<file path="config.mk">
export PLATFORM = sky130hd
export DESIGN_NAME = e1hdb3dec
export DESIGN_NICKNAME = d
export VERILOG_FILES = /design/src/rtl/e1hdb3dec.sv
export SDC_FILE = /design/constraint.sdc
export NUM_CORES = 1
export LEC_CHECK = 0
export ABC_CLOCK_PERIOD_IN_PS = 3550
export CORE_MARGIN = 10
export CORE_UTILIZATION = 45
export DETAILED_ROUTE_END_ITERATION = 8
export DONT_BUFFER_PORTS = 1
export SYNTH_ARGS = -nofsm -noshare
export SYNTH_HDL_FRONTEND = slang
export SYNTH_SLANG_ARGS = --single-unit
</file>
<file path="constraint.sdc">
create_clock -name clk2 -period 3.55 [get_ports clk2]
set_clock_uncertainty 0.05 [all_clocks]
set_input_delay 0.355 -clock clk2 [delete_from_list [all_inputs] [get_ports clk2]]
set_output_delay 0.355 -clock clk2 [all_outputs]
set_load 0.005 [all_outputs]
</file>
<file path="src/rtl/e1hdb3dec.sv">
// E1 receive line decoder: HDB3 dual-rail to NRZ for the Rx framer, loss-of-signal
// detection, and a latchable saturating code-violation counter for the UPI.
module e1hdb3dec #(
    parameter logic [7:0] LOSTHR = 8'd255,
    parameter logic [5:0] LOSWIN = 6'd32,
    parameter logic [5:0] LOSMIN = 6'd4,
    parameter int         CVW    = 16
) (
    input  logic           clk2,
    input  logic           rstn,
    input  logic           rpos,
    input  logic           rneg,
    input  logic           cvlat,
    output logic           serout,
    output logic           losdet,
    output logic           cverr,
    output logic [CVW-1:0] cvcnt
);

    logic           r_lastpol;
    logic           r_lastvpol;
    logic           r_havemark;
    logic [3:0]     r_dly;
    logic [7:0]     r_zrun;
    logic [5:0]     r_wcnt;
    logic [5:0]     r_wmarks;
    logic           r_losdet;
    logic           r_cverr;
    logic [CVW-1:0] r_cvint;
    logic [CVW-1:0] r_cvcnt;

    logic           w_mark;
    logic           w_both;
    logic           w_pol;
    logic           w_viol;
    logic           w_cv_vpol;
    logic           w_cv_zero;
    logic [7:0]     w_zrun_nxt;
    logic           w_wlast;
    logic [6:0]     w_wmarks_tot;
    logic           w_los_set;
    logic           w_los_clr;

    // A both-rail mark is treated as the legal alternate polarity, so it never
    // looks like a bipolar violation; it is flagged separately as a CV.
    assign w_mark       = rpos | rneg;
    assign w_both       = rpos & rneg;
    assign w_pol        = w_both ? ~r_lastpol : (rneg & ~rpos);
    assign w_viol       = w_mark & r_havemark & (w_pol == r_lastpol);
    assign w_cv_vpol    = w_viol & (w_pol == r_lastvpol);
    assign w_cv_zero    = ~w_mark & (r_zrun == 8'd3);

    assign w_zrun_nxt   = w_mark ? 8'd0 : ((r_zrun == 8'hFF) ? r_zrun : r_zrun + 8'd1);
    assign w_wlast      = (r_wcnt == LOSWIN - 6'd1);
    assign w_wmarks_tot = {1'b0, r_wmarks} + {6'd0, w_mark};
    assign w_los_set    = (w_zrun_nxt >= LOSTHR);
    assign w_los_clr    = w_wlast & (w_wmarks_tot >= {1'b0, LOSMIN}) & (w_zrun_nxt < LOSTHR);

    // Line polarity tracking and HDB3 decode pipeline.
    always_ff @(posedge clk2 or negedge rstn) begin
        if (!rstn) begin
            r_lastpol  <= 1'b1;
            r_lastvpol <= 1'b1;
            r_havemark <= 1'b0;
            r_dly      <= 4'd0;
        end else begin
            if (w_mark) begin
                r_lastpol  <= w_pol;
                r_havemark <= 1'b1;
            end
            if (w_viol) begin
                r_lastvpol <= w_pol;
            end
            // A violation zeroes the B position (dly[2]) as it moves into dly[3].
            r_dly <= {(w_viol ? 1'b0 : r_dly[2]), r_dly[1:0], (w_mark & ~w_viol)};
        end
    end

    // NOTE: serout is dly[3] itself; the four pipeline flops give the 4-cycle latency.
    assign serout = r_dly[3];

    // Loss of signal: zero-run threshold to set, per-window mark density to clear.
    always_ff @(posedge clk2 or negedge rstn) begin
        if (!rstn) begin
            r_zrun   <= 8'd0;
            r_wcnt   <= 6'd0;
            r_wmarks <= 6'd0;
            r_losdet <= 1'b1;
        end else begin
            r_zrun <= w_zrun_nxt;
            if (w_wlast) begin
                r_wcnt   <= 6'd0;
                r_wmarks <= 6'd0;
            end else begin
                r_wcnt   <= r_wcnt + 6'd1;
                r_wmarks <= w_wmarks_tot[5:0];
            end
            if (w_los_set) begin
                r_losdet <= 1'b1;
            end else if (w_los_clr && r_losdet) begin
                r_losdet <= 1'b0;
            end
        end
    end

    assign losdet = r_losdet;

    // Code-violation pulse and the latch/clear counter pair.
    always_ff @(posedge clk2 or negedge rstn) begin
        if (!rstn) begin
            r_cverr <= 1'b0;
            r_cvint <= '0;
            r_cvcnt <= '0;
        end else begin
            r_cverr <= w_both | w_cv_vpol | w_cv_zero;
            if (cvlat) begin
                r_cvcnt <= r_cvint;
                r_cvint <= CVW'(r_cverr);
            end else if (r_cverr && !(&r_cvint)) begin
                r_cvint <= r_cvint + CVW'(1);
            end
        end
    end

    assign cverr = r_cverr;
    assign cvcnt = r_cvcnt;

endmodule

</file>
Word level (Yosys, flattened, before mapping)
Cells that the tools add are included.
{"block": "word_totals", "romBits": 0, "out_inout_bits": 19, "elab_cells": 55, "reg_bits": 61, "latch_bits": 0, "mem_count": 0, "ramBits": 0, "input_bits": 5}
{"block": "op_classes", "shifts": 0, "n_mux": 10, "bitwise": 16, "n_div": 0, "order_cmp": 3, "addsub": 4, "multipliers": 0, "n_reduce_logical": 6, "eq_ne": 5}
{"cell": "2-to-1 mux 16 bit", "n": 2}
{"cell": "adder 16 x 1 -> 16 bit, second input constant", "n": 1}
{"cell": "2-to-1 mux 8 bit", "n": 2}
{"cell": "AND reduction 16 bit", "n": 1}
{"cell": "2-to-1 mux 6 bit", "n": 2}
{"cell": "bitwise AND 1 bit", "n": 9}
{"cell": "adder 8 x 1 -> 8 bit, second input constant", "n": 1}
{"cell": "equality test 8 x 2 -> 1 bit, second input constant", "n": 1}
{"cell": "equality test 8 bit, second input constant", "n": 1}
{"cell": "greater-or-equal comparator 8 bit, second input constant", "n": 1}
{"cell": "< comparator 8 bit, second input constant", "n": 1}
{"cell": "adder 6 x 1 -> 7 bit", "n": 1}
{"cell": "greater-or-equal comparator 7 x 3 -> 1 bit, second input constant", "n": 1}
{"cell": "adder 6 x 1 -> 6 bit, second input constant", "n": 1}
{"cell": "equality test 6 x 5 -> 1 bit, second input constant", "n": 1}
{"cell": "2-to-1 mux 1 bit", "n": 4}
{"cell": "NOT 1 bit", "n": 4}
{"cell": "nonzero test 2 bit", "n": 2}
{"cell": "bitwise OR 1 bit", "n": 3}
{"cell": "equality test 1 bit", "n": 2}
{"cell": "logical AND 1 bit", "n": 2}
{"cell": "zero test 1 bit", "n": 1}

Longest topological paths before layout
Gate-level depths: netlist of the first run.
{"block": "depth", "ltp_word": 8, "depth_mapped": 10, "ltp_nobuf": 9}

Worst setup path before layout of the first run
OpenSTA, ideal clock, no wires.
{"block": "synth_timing", "path_type": "in2reg", "startpoint": "in rpos", "endpoint": "reg r_losdet (netlist: losdet)", "setup_slack_ns": 1.681, "setup_time_ns": 0.079, "arrival_time_ns": 1.740, "cell_stages": 10, "n_path_buf": 1, "required_ns": 3.421, "cell_sequence": "clkbuf_1 > nor2_1 > inv_1 > ha_1 > ha_1 > and2_1 > a21oi_1 > o41ai_1 > nand2_1 > o21ai_0"}
{"block": "synth_between", "elab_chain_len": 7, "word_cells_on_any_way": 11, "classes_between": "add/sub (1); order compare (3); mux (2); bitwise (3); reduce/logical (2)"}
{"element": "start, declared", "line_no": "11", "text": "input logic rpos,"}
{"element": "bitwise OR 1 bit (*)", "line_no": "46", "text": "assign w_mark = rpos | rneg;"}
{"element": "net w_mark", "line_no": "32", "text": "logic w_mark;"}
{"element": "adder 6 x 1 -> 7 bit", "line_no": "55", "text": "assign w_wmarks_tot = {1'b0, r_wmarks} + {6'd0, w_mark};"}
{"element": "greater-or-equal comparator 7 x 3 -> 1 bit", "line_no": "57", "text": "assign w_los_clr = w_wlast & (w_wmarks_tot >= {1'b0, LOSMIN}) & (w_zrun_nxt < LOSTHR);"}
{"element": "bitwise AND 1 bit (2 in a row)", "line_no": "57"}
{"element": "logical AND 1 bit", "line_no": "100", "text": "end else if (w_los_clr && r_losdet) begin"}
{"element": "nonzero test 2 bit (no line)"}
{"element": "end signal, assigned", "line_no": "88", "text": "r_losdet <= 1'b1;"}
{"element": "end signal, assigned", "line_no": "99", "text": "r_losdet <= 1'b1;"}
{"element": "end signal, assigned", "line_no": "101", "text": "r_losdet <= 1'b0;"}
{"element": "end, declared", "line_no": "27", "text": "logic r_losdet;"}
The timed path passes the listed nets; every way through them passes the cells marked *.
A chain may end at the register's enable or synchronous reset.

Worst setup path in the final report of the first run
{"block": "layout_timing", "startpoint": "reg r_cvint[0]", "endpoint": "reg r_cvint[1]"}
{"block": "layout_between", "elab_chain_len": 4, "word_cells_on_any_way": 7, "classes_between": "add/sub (1); mux (2); reduce/logical (4)"}
{"element": "start, declared", "line_no": "29", "text": "logic [CVW-1:0] r_cvint;"}
{"element": "start signal, assigned", "line_no": "118", "text": "r_cvint <= CVW'(r_cverr);"}
{"element": "start signal, assigned", "line_no": "120", "text": "r_cvint <= r_cvint + CVW'(1);"}
{"element": "branches (longest 4 deep; another with adder 16 x 1 -> 16 bit)"}
Several ways; the timed one is not identified. The select of a mux whose other input is x is not followed.

==> impl_results.md, run 1 <==
* Arr. time, crit path at approximately 2.1 ns
* Clock Latency Late Sink at 0.34 ns
* Reg2reg path depth at 6
* Die Area at 0.00980 mm2
* Commonest non-fill, non-tap cell in the layout: dfrtp_1
* Wirelength per Cell at ~15 um
* R2R Path End: r_cvint[1]$_DFFE_PN0P_
* Die Wd at roughly 99 um
* Vias per cell at around 5.6
* Hold_ws at ~0.033 ns
* Final ANT Viol Nets at 0
* Grt total ovfl at 0
* Initial antenna violation count at 0
* WS Path Type: reg -> reg
* Leading cell types in the layout, fill and taps excluded: dfrtp_1, nor2_1, nand2_1
* Outcome: completed
* Post-DP HPWL at 3290 um
* DRT Pass-1 Iters at 4
* Max VDD drop at 0.250 mV
* Num CTS Buffers at 9
* First-pass GRT wire length at 9070 um
* Post-Syn Nets at around 270
* Critical path launch point type: flop
* IO Count at 24
* FF-to-FF Start: r_cvint[0]$_DFFE_PN0P_
* Final Setup Violations at 0
* R2r setup slk at 1.60 ns
* Final Cycle Share at 54.8%
* Critical path, cell by cell: ha_1 > nand2_1 > or4_4 > o21ai_2 > mux2i_1 > nor2_1
* Drt total wl at 5180 um
* DRC Markers at 0
* Min-Delay Startpoint: cvlat
* Post-synth cell types at 43
* Gpl congestion at 0.810
* Initial Util at a little under half
* Worst slew margin at 56.1%
* Starting DRT DRC Count at 114
* Leading register cell type out of synthesis: dfrtp_1
* Top layer reached by signal wires: met4
* Worst Max-Slew Pin Slew at 0.655 ns
* H-tree Lvls at 3
* Post-synth ARST share at 100%
* Worst path slowest cell: or4_4
* Root buffer cell: clkbuf_8
* M1 wire length at about 2500 um
* Met2 WL at 2330 um
* Pwr dens at 504 mW/mm2
* Number of diodes at 0
* Clock buffer depth at 2
* F_max at 514 MHz
* Avg Cell Area, Syn at roughly 11 um2
* Clock transition at path regs at approximately 0.060 ns
* Vias in the first global route at 1,820
* Total power at 1.56 mW
* Port buffer count at 0
* Clock period minus worst slack at approximately 1.9 ns
* Largest net degree at the start of global routing at 62
* Final Max Tran Viols at 0
* MaxCap Viol Count at 0
* Crit path capture type: flop
* DIE HEIGHT at 99.0 um
* # fillers at between 500 and 600
* Post-synth EDFFs at 0
* Clk sinks at 61
* Core area at between 0.005 and 0.006 mm2
* Synth Register Bits at 61
* Critical path peak fanout at 8
* WHS Endpoint: r_cvint[2]$_DFFE_PN0P_
* Cell count after synthesis at 258
* Hold-critical path depth at 1
* Total track usage at 11.3%
* Final nets at about 270
* TNS Setup at 0 ns
* Cell row count at 28
* Layout cells sized above 1 at 14.7%
* Core Util, Final at between 50% and 60%
* Met3 wire len at between 300 and 400 um
* Worst min path class: in -> reg
* Pleak at 1.37 nW
* CTS tree: yes
* CP peak stage delay at 0.59 ns
* Seq/Total Area, Yosys at 54.5%
* Cell Area, Synth at approximately 0.0028 mm2
* Hold Fails Final Rpt at 0
* WP data required at 3.72 ns
* Area growth from synthesis to layout at 9.99%
* RSZ-0062 raised after global routing: no
* Vias at a little under 2,000
* Yosys warning count at 0
critical path: cells and delay by family, from the launching register on:
kind | cells | cell delay, ns
fa+ha+maj | 1 | 0.21
compound gates | 1 | 0.20
mux | 1 | 0.20
flops | 1 | 0.42
simple gates | 3 | 0.74
state kept, by name (all words and copies together), names as in the netlist:
| register | cells |
|---|---|
| r_dly | 4 |
| r_cvint | 16 |
| r_zrun | 8 |
| cvcnt | 16 |
| r_havemark | 1 |
| cverr | 1 |
| r_lastvpol | 1 |
| losdet | 1 |
| r_lastpol | 1 |
| r_wmarks | 6 |
| r_wcnt | 6 |
cell families after synthesis:
kind of cell    synth area share [%]
simple gates                    20.6
flops                           54.5
compound gates                  8.47
xor+xnor                        5.31
mux                             6.78
buf+inv                         2.14
fa+ha+maj                       2.23
layer usage:
| layer | track usage, % | vias up |
|---|---|---|
| met5 | 0 | - |
| met4 | 4.63 | 0 |
| met3 | 4.96 | 8 |
| met2 | 16.1 | 38 |
| met1 | 14.5 | 942 |
| li1 | - | 937 |
what timing repair did:
action | in CTS | in global routing
endpoints found under the hold margin | 61 | 1
hold buffers | 2 | 1
setup buffers | 0 | 0
setup endpoints to repair | 0 | 0
resized for setup | 0 | 0
power by group:
group	internal, mW	switching, mW	total [mW]
Sequential	0.757	0.0569	0.814
Combinational	0.0753	0.0710	0.146
Clock	0.344	0.253	0.596
area by class of cell:
cell class | instances | area [um2] | share of cell area, %
inverters | 3 | 11.3 | 0.365
repair buffers | 3 | 47.5 | 1.54
clock buffers | 14 | 153 | 4.95
clock inverters | 2 | 35.0 | 1.13
multi-input cells | 183 | 1220 | 39.4
well taps | 75 | 93.8 | 3.04
flip-flops and latches | 61 | 1530 | 49.6
worst max-delay path by stage:
stage,slack (ns),from,end
floorplan,1.68,rpos,losdet$_DFFE_PN1P_
global placement,1.65,rneg,losdet$_DFFE_PN1P_
global route,1.46,r_cvint[0]$_DFFE_PN0P_,r_cvint[1]$_DFFE_PN0P_
detailed placement,1.62,r_cvint[0]$_DFFE_PN0P_,r_cvint[0]$_DFFE_PN0P_
finish,1.60,r_cvint[0]$_DFFE_PN0P_,r_cvint[1]$_DFFE_PN0P_
CTS,1.59,r_cvint[0]$_DFFE_PN0P_,r_cvint[1]$_DFFE_PN0P_
Yosys cell counts (3+ instances only):
library cell	number	share of area [%]
xor2_1	12	3.7
nor2b_1	5	1.1
inv_1	3	0.40
xnor2_1	5	1.6
nand4_1	11	2.5
o21ai_0	9	1.6
dfrtp_1	58	52
dfstp_2	3	2.8
nand3_1	15	2.7
and3_1	3	0.67
ha_1	5	2.2
and4_1	3	0.94
a21oi_1	12	2.1
a31oi_1	5	1.1
nor2_1	25	3.3
clkbuf_1	10	1.3
nor3b_1	3	0.80
nand2_1	19	2.5
nor3_1	8	1.4
and2_1	3	0.67
mux2_2	16	6.4
through the flow:
stage	setup slack [ns]	instances	cell area, um2
after floorplan	1.68	258	2810
after global placement	1.65	322	2850
after detailed placement	1.62	322	2850
after CTS	1.59	340	3080
after global routing	1.46	341	3090
final	1.60	341	3090
(Power assumes the default switching activity.)
==> inputs of run 2 (changes only) <==
ABC_CLOCK_PERIOD_IN_PS = 1800   (was 3550)
clock period = 1.8 ns   (was 3.55 ns; I/O delays follow)
==> run 2 against run 1 <==
Die area did not move. Clock-buffer cell count decreased by 4. Sequential power grew 94%. Routed wire length increased by 6.0%. Non-clock buffer count increased by 27. Global-route usage is 0.35 points higher. First-iteration DRC count fell by 8.8%. Sequential cell count unchanged. Fmax grew 9.2%. Critical path depth is the same.
==> impl_results.md, run 2 (synthesis gave the netlist of run 1 again) <==
* Layout cells sized above 1 at 24.2% (was 14.7%)
* CP startpoint: r_cvint[1]$_DFFE_PN0P_ (was r_cvint[0]$_DFFE_PN0P_)
* Clock buffer depth at 2 (unchanged)
* Final Cycle Share at 99.0% (was 54.8%)
* Hold Fails Final Rpt at 0 (unchanged)
* Commonest non-fill, non-tap cell in the layout: dfrtp_1 (unchanged)
* Arr. time, crit path at 1.95 ns (was 2.11 ns)
* DRT Pass-1 Iters at 4 (unchanged)
* FF-to-FF Start: r_cvint[1]$_DFFE_PN0P_ (was r_cvint[0]$_DFFE_PN0P_)
* Clock transition at path regs at 0.07 ns (was 0.06 ns)
* H-tree Lvls at 3 (unchanged)
* F_max at 561 MHz (was 514 MHz)
* Number of diodes at 0 (unchanged)
* Final Setup Violations at 0 (unchanged)
* Die Area at 0.00980 mm2 (unchanged)
* Drt total wl at 5490 um (was 5180 um)
* CP endpoint: r_cvint[0]$_DFFE_PN0P_ (was r_cvint[1]$_DFFE_PN0P_)
* Post-DP HPWL at 3620 um (was 3290 um)
* Outcome: completed (unchanged)
* Wirelength per Cell at 14.9 um (was 15.2 um)
* Max VDD drop at 0.718 mV (was 0.250 mV)
* Final Max Tran Viols at 0 (unchanged)
* R2r setup slk at 0.02 ns (was 1.60 ns)
* Worst Max-Slew Pin Slew at 0.374 ns (was 0.655 ns)
* Reg2reg path depth at 6 (unchanged)
* MaxCap Viol Count at 0 (unchanged)
* Crit path capture type: flop (unchanged)
* First-pass GRT wire length at 9340 um (was 9070 um)
* # fillers at 504 (was 534)
* Port buffer count at 0 (unchanged)
* Worst min path class: in -> reg (unchanged)
* Cell row count at 28 (unchanged)
* IO Count at 24 (unchanged)
* Vias in the first global route at 1,969 (was 1,820)
* Clock period minus worst slack at 1.78 ns (was 1.95 ns)
* Final nets at 298 (was 271)
* Total track usage at 11.6% (was 11.3%)
* Gpl congestion at 0.835 (was 0.810)
* Pwr dens at 983 mW/mm2 (was 504 mW/mm2)
* Leading cell types in the layout, fill and taps excluded: dfrtp_1, nor2_1, buf_4 (was dfrtp_1, nor2_1, nand2_1)
* WS Path Type: reg -> reg (unchanged)
* Hold-critical path depth at 2 (was 1)
* Area growth from synthesis to layout at 19.8% (was 9.99%)
* Critical path launch point type: flop (unchanged)
* Largest net degree at the start of global routing at 62 (unchanged)
* Initial Util at 46.8% (unchanged)
* Core area at 0.00599 mm2 (unchanged)
* Die Wd at 99.0 um (unchanged)
* Vias per cell at 5.40 (was 5.65)
* Dpl cells at 344 (was 322)
* Post-DP Area at 0.00302 mm2 (was 0.00285 mm2)
* Starting DRT DRC Count at 104 (was 114)
* Design area at 0.00336 mm2 (was 0.00309 mm2)
* Num CTS Buffers at 9 (unchanged)
* Critical path peak fanout at 8 (unchanged)
* Pleak at 1.53 nW (was 1.37 nW)
* Worst slew margin at 74.9% (was 56.1%)
* R2R Path End: r_cvint[0]$_DFFE_PN0P_ (was r_cvint[1]$_DFFE_PN0P_)
* Clk sinks at 61 (unchanged)
* Hold_ws at 0.0474 ns (was 0.0328 ns)
* Root buffer cell: clkbuf_8 (unchanged)
* Initial antenna violation count at 0 (unchanged)
* Clock Latency Late Sink at 0.33 ns (was 0.34 ns)
* RSZ-0062 raised after global routing: yes (was no)
* Finished Layout Cells at 368 (was 341)
* Vias at 1,987 (was 1,925)
* Grt total ovfl at 0 (unchanged)
* Final ANT Viol Nets at 0 (unchanged)
* DRC Markers at 0 (unchanged)
* WP data required at 1.97 ns (was 3.72 ns)
* CTS tree: yes (unchanged)
* DIE HEIGHT at 99.0 um (unchanged)
[run 2: critical path: stages, from the launching register on]
cell and delay (ns):
dfrtp_1 0.37, ha_2 0.20, nand2_2 0.07, or4_4 0.52, nor2_8 0.14, nor3b_2 0.06, a221o_1 0.25
[run 2: layer usage]
metal	vias to the layer above	track usage (%)	routed length, um
met2	39	17.3	2520
met3	5	6.01	388
met1	952	13.9	2530
met4	0	4.63	48
li1	991	-	-
met5	-	0	0
[run 2: area by class of cell]
cell class / instances / area [um2] / share of cell area, %
clock buffer: 10 / 138 / 4.10
inverter: 3 / 11.3 / 0.335
multi-input combinational: 183 / 1230 / 36.7
sequential: 61 / 1530 / 45.5
clock inverter: 6 / 86.3 / 2.57
tap: 75 / 93.8 / 2.79
timing repair buffer: 30 / 268 / 7.97
[run 2: worst min-delay path by stage]
| stage | start | to | slack, ns |
|---|---|---|---|
| after global placement | rstn | r_wcnt[5]$_DFF_PN0_ | -0.16 |
| after detailed placement | rstn | r_wcnt[5]$_DFF_PN0_ | -0.16 |
| after CTS | cvlat | r_cvint[0]$_DFFE_PN0P_ | 0.04 |
| final | rpos | r_dly[3]$_DFF_PN0_ | 0.05 |
| after global routing | rpos | r_dly[3]$_DFF_PN0_ | 0.06 |
| after floorplan | rstn | cvcnt[0]$_DFFE_PN0P_ | -0.17 |
[run 2: timing repair]
action,in CTS,in global routing
hold buffers,6,0
buffers inserted,0,2
setup endpoints to repair,0,2
hold endpoints to repair,99,0
resized for setup,0,2
[run 2: power by group]
group          internal, mW  switching (mW)
clock                 0.814           0.522
sequential             1.49          0.0860
combinational         0.196           0.192
[run 2: stage by stage]
step / setup slack (ns) / power (mW) / util [%] / setup TNS [ns]
after CTS: 0.0279 / 3.34 / 55.6 / 0
after global routing: -0.0314 / 3.48 / 56.1 / -0.0577
after detailed placement: 0.0421 / 1.91 / 50.4 / 0
after global placement: 0.0820 / 1.91 / 50.4 / 0
after floorplan: 0.0165 / 1.84 / - / 0
final: 0.0183 / 3.30 / 56.1 / 0
==> patch (config.mk and constraints of run 2) <==
Put one more register stage on the output `cvcnt`, with the module's reset. The value now appears one clock later. The other outputs are not delayed to match.
--- a/src/rtl/e1hdb3dec.sv
+++ b/src/rtl/e1hdb3dec.sv
@@ -125,3 +125,9 @@
     assign cverr = r_cverr;
-    assign cvcnt = r_cvcnt;
+    always_ff @(posedge clk2 or negedge rstn) begin
+        if (!rstn) begin
+            cvcnt <= '0;
+        end else begin
+            cvcnt <= r_cvcnt;
+        end
+    end
 
Behaviour: not the same (a bounded check fails within 4 cycles, from zero or initial values and one cycle with rstn low).
==> patch against run 2 <==
- the flow now finishes with violations (hold timing)
- worst setup slack gained 0.14 ns
- maximum frequency grew 8.3%
- area after synthesis grew 16%
- power grew 3.5%
- sequential share of layout area grew 7.2 points
- routed wire length grew 2.2%
- cell area grew 8.9%
- synthesized cell count grew 5.0%
- die area grew 13%
- hold slack lost 0.58 ns
- sequential cell count grew 16
- critical path depth shrank 1
- sequential power grew 23%
- largest cell class unchanged
- highest routed layer unchanged
==> patch: results (changes against run 2) <==
Run status
  – Status: finished, violations left
  – Failing checks: hold timing

Logic synthesis
  – Net Count, Synth: 281 (+4.9%)
  – Yosys warns: 0 (unchanged)
  – Seq/Total Area, Yosys: 59.1% (+4.6 points)
  – Post-synthesis instance total: 271 (+5.0%)
  – Top cells by area, synth: dfrtp_1 (57%), mux2_2 (5.5%), xnor2_1 (3.2%)
  – Synth cell types: 51 (+19%)
  – Synth cell count leaders: dfrtp_1 (74), nor2_1 (26), mux2_2 (16), nand2_1 (16), a21oi_1 (13)
  – Async SR Flop Fraction: 100% (unchanged)

STA
  – Slew at the pin closest to its max-slew limit: 0.352 ns (-0.0224 ns)
  – Fin. Hold Viols: 77 (+77)
  – Final hold slack: -0.530 ns (-0.577 ns)

Global route
  – Initial antenna violation count: 0 (unchanged)
  – Vias in the first global route: 1974 (+0.25%)
  – GRT Util Overall: 10.7% (-0.95 points)
  – Global-route wire length before repair: 9610 µm (+3.0%)
  – Largest net degree at the start of global routing: 78 (+26%)

Critical path
  – WP data arrival: 1.85 ns (-0.10 ns)
  – CP Launch Point: r_cvint[1]
  – CP Max Fanout: 5 (-3)

Placement
  – Placed Cells incl. Taps: 367 (+6.7%)
  – Port Buf Inserts: 0 (unchanged)
  – Post-DP HPWL: 3620 µm (about the same)
  – Pre-CTS setup slack: 0.0681 ns (+0.0260 ns)
  – GPL Wtd Cong: 0.785 (-6.0%)

Clock network
  – Total CTS buffers: 9 (unchanged)
  – Clock buffer depth: 2 (unchanged)
  – Hold_buf cts: 4 (-2)
  – Root Driver: clkbuf_8
  – Reg clk slew, reported paths: around 0.08 ns
  – H-tree depth: 3 (unchanged)
  – Clk Latency, worst-skew pair: 0.35 ns (+0.02 ns)

Detailed routing
  – Vias: 2068 (+4.1%)
  – Routed len/inst: 14.5 µm (-3.0%)
  – First-pass DRT Iterations: 4 (unchanged)
  – Vias per std cell: 5.33 (-1.3%)
  – Starting DRT DRC Count: 82 (-21%)

Final layout
  – Diode count: 0 (unchanged)
  – # nets final: 297 (-0.34%)
  – Largest registers: cvcnt (16), r_cvcnt (16), r_cvint (16)
  – Layout cell share with drive strength beyond 1: 21.9% (-2.3 points)

Pwr
  – Max VDD drop: 0.000502 V (-30%)
  – Leakage: 0.00161 µW (+5.3%)

Hold path
  – Min-Delay Path Class: in -> async
-- patch: cell count changes in the layout (fill, tap and decap cells not counted), moves of 4 or more --
cell     delta
xor2_1      -8
xnor2_1     +7
nor4_1      +4
nand4_1     -9
buf_4      -14
dfrtp_1    +16
-- patch: worst max-delay path, stage by stage (launching register included) --
cell and delay, ns:
dfrtp_1 0.41, ha_2 0.26, nand2_2 0.11, nor3_4 0.28, a31oi_4 0.16, a311oi_2 0.29
-- patch: kinds of logic (layout without fill, tap and decap cells) --
logic type	count (synthesis)	after routing	synth area share, %
xor+xnor	16	16	4.29
flops	77	77	59.1
mux	17	17	5.82
compound gates	41	41	8.85
buf+inv	13	34	1.61
fa+ha+maj	5	5	1.92
simple gates	102	102	18.4
-- patch: cell type report --
type                            instances  area [µm²]
Multi-Input combinational cell        181        1290
Inverter                                4        15.0
Clock inverter                          5        36.3
Tap cell                               96         120
Clock buffer                           11         141
Timing Repair Buffer                   14         125
Sequential cell                        77        1930
Fill cell                             630        3250
-- patch: through the flow --
step / instance area, µm² / hold slack [ns] / util, % / power [µW]
2_1_floorplan: 3270 / -0.166 / - / 2200
3_3_place_gp: 3420 / -0.162 / 49.5 / 2250
3_5_place_dp: 3420 / -0.162 / 49.5 / 2260
4_1_cts: 3640 / -0.551 / 52.8 / 3460
5_1_grt: 3660 / -0.563 / 53.0 / 3600
6_report: 3660 / -0.530 / 53.0 / 3420
-- patch: worst paths after layout --
kind                       slack (ns)           to  cells after the start
max in group asynchronous        2.04    r_lastpol                      0
min reg2reg                      0.31     r_dly[1]                      0
max                              0.16   r_cvint[3]                      5
min                             -0.53  r_cvint[12]                      0
max reg2reg                      0.16   r_cvint[3]                      5
min in group clk2                0.03     r_dly[3]                      2
-- patch: routing by layer --
layer | track usage (%) | wire length [µm] | vias up | part of all wire [%]
met5 | 0 | 0 | - | 0
met4 | 5.29 | 119 | 0 | 2.1
met3 | 4.91 | 373 | 10 | 6.6
met2 | 14.2 | 2370 | 39 | 42
met1 | 14.2 | 2750 | 1004 | 49
li1 | - | - | 1015 | -
-- patch: power breakdown --
part	leakage [µW]	switching (µW)	internal (µW)
combinational	0.000509	144	157
sequential	0.00102	95.5	1860
clock	0.0000815	628	538
total	0.00161	867	2550
-- patch: repair_timing --
action / 4_1_cts / 5_1_grt
endpoints found under the setup margin: 0 / 7
setup buffers: 0 / 1
hold endpoints to repair: 115 / 77
gates resized for setup: 0 / 4
